--- config.mk ---
export PLATFORM = sky130hd
export DESIGN_NAME = branch_unit
export DESIGN_NICKNAME = d
export VERILOG_FILES = /design/src/rtl/branch_unit.sv
export SDC_FILE = /design/constraint.sdc
export NUM_CORES = 1
export LEC_CHECK = 0
export CAP_MARGIN = 20
export CELL_PAD_IN_SITES_DETAIL_PLACEMENT = 1
export CELL_PAD_IN_SITES_GLOBAL_PLACEMENT = 2
export CORE_ASPECT_RATIO = 0.7
export CORE_UTILIZATION = 29
export DETAILED_ROUTE_END_ITERATION = 8
export PLACE_DENSITY = 0.94
export SLEW_MARGIN = 15
export SYNTH_ARGS = -nofsm -noshare
export SYNTH_HDL_FRONTEND = slang
export SYNTH_SLANG_ARGS = --single-unit
--- constraint.sdc ---
create_clock -name i_clk -period 2.2 [get_ports i_clk]
set_clock_uncertainty 0.1 [all_clocks]
set_input_delay 0.44 -clock i_clk [delete_from_list [all_inputs] [get_ports i_clk]]
set_output_delay 0.44 -clock i_clk [all_outputs]
set_load 0.01 [all_outputs]
--- src/rtl/branch_unit.sv ---
// Execute-stage branch resolution: evaluates branch/JAL/JALR, registers the fetch redirect and holds the wrong-path flush.
// Optional statistics counters are enabled by defining BRANCH_STATS_EN.
module branch_unit #(
    parameter int unsigned FLUSH_CYCLES = 2
) (
    input  logic        i_clk,
    input  logic        i_rst_n,
    input  logic        i_valid,
    input  logic        i_stall,
    input  logic        i_is_branch,
    input  logic        i_is_jal,
    input  logic        i_is_jalr,
    input  logic [2:0]  i_funct3,
    input  logic [31:0] i_rs1,
    input  logic [31:0] i_rs2,
    input  logic [31:0] i_pc,
    input  logic [31:0] i_imm,
`ifdef BRANCH_STATS_EN
    output logic [31:0] o_br_count,
    output logic [31:0] o_br_taken_count,
`endif
    output logic        o_b_taken,
    output logic [31:0] o_b_pc,
    output logic        o_flush,
    output logic [31:0] o_link,
    output logic        o_link_valid,
    output logic        o_misalign
);

    localparam int unsigned XLEN  = 32;
    localparam int unsigned CNT_W = 3;

    localparam logic [1:0] IDLE     = 2'd0;
    localparam logic [1:0] REDIRECT = 2'd1;
    localparam logic [1:0] FLUSH    = 2'd2;

    logic [1:0]       state_q, state_d;
    logic [CNT_W-1:0] cnt_q, cnt_d;
    logic             b_taken_q, b_taken_d;
    logic [XLEN-1:0]  b_pc_q, b_pc_d;
    logic             flush_q, flush_d;
    logic [XLEN-1:0]  link_q, link_d;
    logic             link_valid_q, link_valid_d;
    logic             misalign_q, misalign_d;

    logic             cond_true;
    logic             is_jump;
    logic             is_cond;
    logic             taken;
    logic             accept;
    logic [XLEN-1:0]  br_target;
    logic [XLEN-1:0]  jalr_target;
    logic [XLEN-1:0]  target;
    logic [XLEN-1:0]  link_sum;

    // Branch condition evaluation
    always_comb begin
        cond_true = 1'b0;
        case (i_funct3)
            3'b000:  cond_true = (i_rs1 == i_rs2);
            3'b001:  cond_true = (i_rs1 != i_rs2);
            3'b100:  cond_true = ($signed(i_rs1) <  $signed(i_rs2));
            3'b101:  cond_true = ($signed(i_rs1) >= $signed(i_rs2));
            3'b110:  cond_true = (i_rs1 <  i_rs2);
            3'b111:  cond_true = (i_rs1 >= i_rs2);
            default: cond_true = 1'b0;
        endcase
    end

    // Target, link and decode with JALR > JAL > branch priority
    always_comb begin
        br_target   = i_pc + i_imm;
        jalr_target = (i_rs1 + i_imm) & ~XLEN'(1);
        target      = i_is_jalr ? jalr_target : br_target;
        link_sum    = i_pc + XLEN'(4);
        is_jump     = i_is_jal | i_is_jalr;
        is_cond     = i_is_branch & ~is_jump;
        taken       = is_jump | (is_cond & cond_true);
        accept      = i_valid & ~i_stall & ~flush_q;
    end

    // Next-state and registered-output logic; a stall freezes everything
    always_comb begin
        state_d      = state_q;
        cnt_d        = cnt_q;
        b_taken_d    = b_taken_q;
        b_pc_d       = b_pc_q;
        flush_d      = flush_q;
        link_d       = link_q;
        link_valid_d = link_valid_q;
        misalign_d   = misalign_q;

        if (!i_stall) begin
            b_taken_d    = 1'b0;
            link_valid_d = 1'b0;
            misalign_d   = 1'b0;
            case (state_q)
                IDLE: begin
                    if (accept && taken) begin
                        b_pc_d = target;
                        if (!target[1]) begin
                            state_d   = REDIRECT;
                            b_taken_d = 1'b1;
                            flush_d   = 1'b1;
                            if (is_jump) begin
                                link_valid_d = 1'b1;
                                link_d       = link_sum;
                            end
                        end else begin
                            misalign_d = 1'b1;
                        end
                    end
                end
                REDIRECT: begin
                    if (FLUSH_CYCLES > 1) begin
                        state_d = FLUSH;
                        cnt_d   = CNT_W'(FLUSH_CYCLES - 2);
                    end else begin
                        state_d = IDLE;
                        flush_d = 1'b0;
                    end
                end
                FLUSH: begin
                    if (cnt_q == '0) begin
                        state_d = IDLE;
                        flush_d = 1'b0;
                    end else begin
                        cnt_d = cnt_q - CNT_W'(1);
                    end
                end
                default: begin
                    state_d = IDLE;
                    cnt_d   = '0;
                    flush_d = 1'b0;
                end
            endcase
        end
    end

    always_ff @(posedge i_clk or negedge i_rst_n) begin
        if (!i_rst_n) begin
            state_q      <= IDLE;
            cnt_q        <= '0;
            b_taken_q    <= 1'b0;
            b_pc_q       <= '0;
            flush_q      <= 1'b0;
            link_q       <= '0;
            link_valid_q <= 1'b0;
            misalign_q   <= 1'b0;
        end else begin
            state_q      <= state_d;
            cnt_q        <= cnt_d;
            b_taken_q    <= b_taken_d;
            b_pc_q       <= b_pc_d;
            flush_q      <= flush_d;
            link_q       <= link_d;
            link_valid_q <= link_valid_d;
            misalign_q   <= misalign_d;
        end
    end

    assign o_b_taken    = b_taken_q;
    assign o_b_pc       = b_pc_q;
    assign o_flush      = flush_q;
    assign o_link       = link_q;
    assign o_link_valid = link_valid_q;
    assign o_misalign   = misalign_q;

`ifdef BRANCH_STATS_EN
    logic [XLEN-1:0] br_count_q, br_count_d;
    logic [XLEN-1:0] br_taken_count_q, br_taken_count_d;

    // Count accepted conditional branches and the aligned taken subset
    always_comb begin
        br_count_d       = br_count_q;
        br_taken_count_d = br_taken_count_q;
        if (accept && is_cond) begin
            br_count_d = br_count_q + XLEN'(1);
            if (cond_true && !target[1]) begin
                br_taken_count_d = br_taken_count_q + XLEN'(1);
            end
        end
    end

    always_ff @(posedge i_clk or negedge i_rst_n) begin
        if (!i_rst_n) begin
            br_count_q       <= '0;
            br_taken_count_q <= '0;
        end else begin
            br_count_q       <= br_count_d;
            br_taken_count_q <= br_taken_count_d;
        end
    end

    assign o_br_count       = br_count_q;
    assign o_br_taken_count = br_taken_count_q;
`endif

endmodule

# Word level (Yosys, flattened, before mapping)
# Index checks and enable logic that the tools add are counted.
# word_totals
latch_bits,0
memories,0
out_inout_bits,68
rom_bits,0
register_bits,73
ramBits,0
wordCells,72
# classes
multipliers,0
n_addsub,4
n_mux,22
div,0
bitwise,12
shifts,0
magnitude_cmp,4
reduce_logical,9
eq_ne,13
# op_table
cell,n
32-bit adder,2
32-bit >= comparator,2
32-bit < comparator,2
"32-bit by 3-bit adder with 32-bit output, second input constant",1
32-bit == test,1
32-bit two-way mux,1
32-bit != test,1
1-bit two-way mux,13
"3-bit == test, second input constant",4
5-bit AND reduction,2
"2-bit != test, second input constant",4
3-bit zero test,2
2-bit two-way mux,3
1-bit inverter,6
1-bit one-hot mux with 6 select lines,1
2-bit one-hot mux with 3 select lines,1
3-bit one-hot mux with 2 select lines,1
3-bit AND reduction,2
1-bit AND,4
4-bit AND reduction,1
"3-bit by 1-bit == test with 1-bit output, second input constant",1
3-bit two-way mux,1
1-bit one-hot mux with 3 select lines,1
"3-bit by 1-bit subtractor with 3-bit output, second input constant",1
other kinds (5),6

# Depth between registers and ports, before layout
# logic_depth
depth_word,8
ltp_mapped,12

# Worst setup path after synthesis
# Ideal clock, no wire load.
# synth_path
path_type,input-to-reg
start,in i_pc[14]
end,reg b_pc_q[31] (netlist: o_b_pc[31])
path_slack_ns,-0.909
setup_time_ns,0.078
n_path_buf,1
cell_stages,11
arrival_ns,2.931
cell_sequence,ha_1 buf_6 a211oi_4 o21ai_2 a2111oi_4 nor3_1 a211o_1 a221o_1 a221oi_2 mux2_1 o2bb2ai_1
# synth_between
elab_chain_cells,2
# synth_lines
item,line_no,text
from (decl),16,"input logic [31:0] i_pc,"
32-bit adder,72,br_target = i_pc + i_imm;
32-bit two-way mux,74,target = i_is_jalr ? jalr_target : br_target;
to (signal assigned),154,b_pc_q <= b_pc_d;
to (decl),40,"logic [XLEN-1:0] b_pc_q, b_pc_d;"
# No other way between the ends.
# A chain may end at the register's enable or synchronous reset.

# Worst setup path after layout
# layout_path
start,in i_imm[11]
end,reg b_pc_q[20] (netlist: o_b_pc[20])
# layout_between
elab_chain_cells,2
# layout_lines
item,line_no,text
from (decl),17,"input logic [31:0] i_imm,"
32-bit adder (on tied branches),"72, 73",
32-bit two-way mux *,74,
# Mark *: on every way between the ends. The rest lies on a longest branch, timed or not.

==> key figures <==
Run status
  – Status: finished with violations
  – Failing checks: hold timing, setup timing

Timing
  – Final setup fails: 39
  – Max_slew headroom: a little under three fifths
  – FMAX: 327.0 MHz
  – Minimum clock period: 3.058 ns
  – RSZ-0062 raised after global routing: yes
  – Fin. max-slew vios: 0
  – Setup TNS: -24.99 ns
  – Final Hold Viols: 1
  – Post-layout worst setup margin: -0.8584 ns
  – Tightest Pin Transition: about 0.67 ns
  – Final period utilization: 139.0%
  – Hold Slack: -0.004106 ns

Routing
  – WL/cell: about 25 um
  – Via/cell ratio: 5.651
  – DR vias: between 9000 and 10000
  – Initial DRT Pass Iterations: 5
  – Initial drt markers: between 600 and 700
  – ANT nets after route: 0
  – # DRC: 0
  – Final wirelength: 43410 um

Setup path
  – Crit-path slowest cell: ha_4
  – CP startpoint kind: input pin
  – R2R Path End: o_link[14]
  – Crit path cell chain: dlygate4sd2_1 -> ha_4 -> nand4_1 -> nor2_1 -> inv_1 -> buf_4 -> o21ai_4 -> a311oi_2 -> buf_4 -> buf_4 -> xnor2_1 -> nor2_1 -> a21oi_1 -> mux2_4
  – CP peak stage delay: 0.32 ns
  – Worst flop-to-flop path startpoint: state_q[0]
  – Crit path max fanout: 6
  – CP Class: input pin to register
  – Setup slack, reg-to-reg: 0.11 ns
  – Nature of the critical path endpoint: register
  – CP arrival: 3.20 ns
  – Critical path destination: o_b_pc[20]
  – Critical Path RT: 2.34 ns
  – CP startpoint: i_imm[11]
  – Worst reg2reg path depth: 7
  – Most common cell on crit path: buf_4

Yosys
  – Post-Syn Area: 7547 um^2
  – Post-synthesis instance total: 906
  – Largest cells by area after synthesis: dfrtp_1 24%, ha_1 16%, a21oi_1 6.4%
  – Ys Warns: 0
  – Post-synthesis cell type count: 69
  – Mean post-synth cell area: 8.330 um^2
  – Synth top area share: 24.20%
  – Async set-or-reset flop fraction in the synthesized netlist: 100.0%
  – Top_reg_cell synth: dfrtp_1
  – Syn_nets: 1142
  – Sequential cell area fraction in the yosys report: 24.20%
  – Yosys reg bits: 73
  – Yosys top cell by area: dfrtp_1
  – Number of synthesized flops with an enable pin: 0

Floorplan
  – Die width: 194.8 um
  – Die H: 137.0 um
  – Die area: 26680 um^2
  – Initial core utilization: between 30 and 40%
  – Core area: 25100 um^2
  – I/O pin count: 206
  – # rows: 48

Clock network
  – Clock-pin slew on the worst setup and hold paths: 0.07 ns
  – Cts hold-fix bufs: 0
  – CTS tree: done
  – CTS Sinks: 73
  – Root Driver: clkbuf_16
  – Clock buffer depth: 2
  – Total CTS buffers: 9
  – Worst-Skew Late Latency: 0.36 ns
  – H-tree levels: 3

Min path
  – Hold Crit Class: input pin to asynchronous set/reset pin

Cells and area
  – Final nets: roughly 1600
  – Commonest non-fill, non-tap cell in the layout: buf_4
  – Fraction of layout cells with a size suffix above 1: 47.21%
  – Most frequent cells in the layout: 296 x buf_4, 89 x clkdlybuf4s50_1, 75 x nor2_1
  – Fillers: around 2800
  – Fin area: 13990 um^2
  – Area growth syn-to-layout: 85.33%

Power
  – Maximum vdd drop: 0.0003850 V
  – LEAKAGE: 6.305 nW
  – Cell area power density: between 700 and 800 nW/um^2

Global routing
  – GRT Util Overall: ~30%
  – Largest net degree at the start of global routing: 41
  – Initial antenna violation count: 2
  – Gr ovfl total: 0
  – Vias in the first global route: 10600
  – First-pass GRT wire length: 62520 um

Placed design
  – Placed instance area: between 10000 and 15000 um^2
  – DP Wirelength: 28030 um
  – Port buffer count: 205
  – Routability cong.: 0.9150

Run
  – Max-cap violations: 0
kinds of logic (layout without fill, tap and decap cells):
family                   count (synthesis)  in the layout  synth area share [%]
multiplexers                            47             47                 6.830
AND/OR/NAND/NOR                        272            272                 17.13
other                                    0              1                     0
buffers and inverters                   77            586                 3.979
flip-flops                              73             73                 24.20
adder cells (fa/ha/maj)                 98             98                 16.45
XOR/XNOR                                77             77                 8.936
AO/OA/AOI/OAI                          262            262                 22.48
power breakdown:
part	total (mW)	leakage [nW]	internal, mW	switching, mW
sequential	2.46	0.864	1.99	0.471
combinational	5.89	5.29	3.16	2.73
clock	1.64	0.150	0.893	0.744
total	9.99	6.31	6.05	3.94
sequential cells by signal, indices dropped and copies added, names as in the netlist:
register / cells
o_link_valid: 1
state_q: 2
o_flush: 1
o_link: 32
o_b_taken: 1
o_misalign: 1
cnt_q: 3
o_b_pc: 32
metal layers:
metal	GRT usage (%)	wire, um	share of wire [%]
met1	37.30	18050	42
met3	5.692	2789	6.4
met4	11.02	1686	3.9
met2	54.96	20870	48
met5	0	13	0.030
critical path, delay by kind of cell:
kind | cells | cell delay [ns]
buffers and inverters | 5 | 0.88
and+or+nand+nor | 3 | 0.64
adders and majority gates | 1 | 0.32
muxes | 1 | 0.29
AOI/OAI and AO/OA | 3 | 0.51
xor gates and xnor gates | 1 | 0.12
how the worst min path moves through the flow:
stage	slack (ns)	cells after the start	end
global placement	0.37	2	cnt_q[1]
CTS	0.01	1	o_link[11]
finish	-0.004	1	o_link[11]
floorplan	0.04	0	cnt_q[0]
detailed placement	0.38	2	o_misalign
global route	0.03	1	o_link[11]
synth_stat cells (all sizes together) (3+ instances only):
cell type and n:
and2 6, a221oi 4, or2 4, nand3 31
nor3 9, a311oi 3, o31ai 4, a211o 5
and3 14, clkbuf 19, nand2 72, a31o 3
nor2b 7, buf 7, a311o 3, o211ai 11
mux2 36, nand2b 7, dfrtp 73, inv 51
nand3b 3, nor2 85, a21boi 4, a2111oi 4
o221ai 3, nand4 13, xnor2 43, mux2i 11
xor2 34, nor4 6, a21oi 96, and4 9
ha 96, o21ai 55, a211oi 11, a21o 27
a31oi 5
final cells by class:
type                       instances  area, um^2  area share [%]
inverter                          51       221.5           1.583
clock buffer                       9       225.2           1.610
antenna                            1       2.502         0.01789
tap                              325       406.6           2.907
multi-input combinational        756        7009           50.11
timing repair buffer             519        4217           30.15
sequential                        73        1827           13.06
clock inverter                     7       78.83          0.5636
through the flow:
step	util (%)	setup slack [ns]	hold WS [ns]	total power, mW	std cells
3_5_place_dp	48.66	-1.609	0.3827	7.320	1670
4_1_cts	54.82	-0.7162	0.01498	9.533	1724
5_1_grt	55.71	-0.8976	0.02526	10.44	1740
3_3_place_gp	48.66	-1.461	0.3660	7.131	1670
2_1_floorplan	-	-0.8373	0.04441	4.466	906
6_report	55.72	-0.8584	-0.004106	9.992	1741
what timing repair did:
item,CTS,global route
pin swaps,112,65
hold endpoints to repair,0,0
cloned,3,1
setup endpoints to repair,69,58
buffers inserted,36,16
gates resized for setup,504,123
No activity file was read; power rests on OpenSTA's default activity.
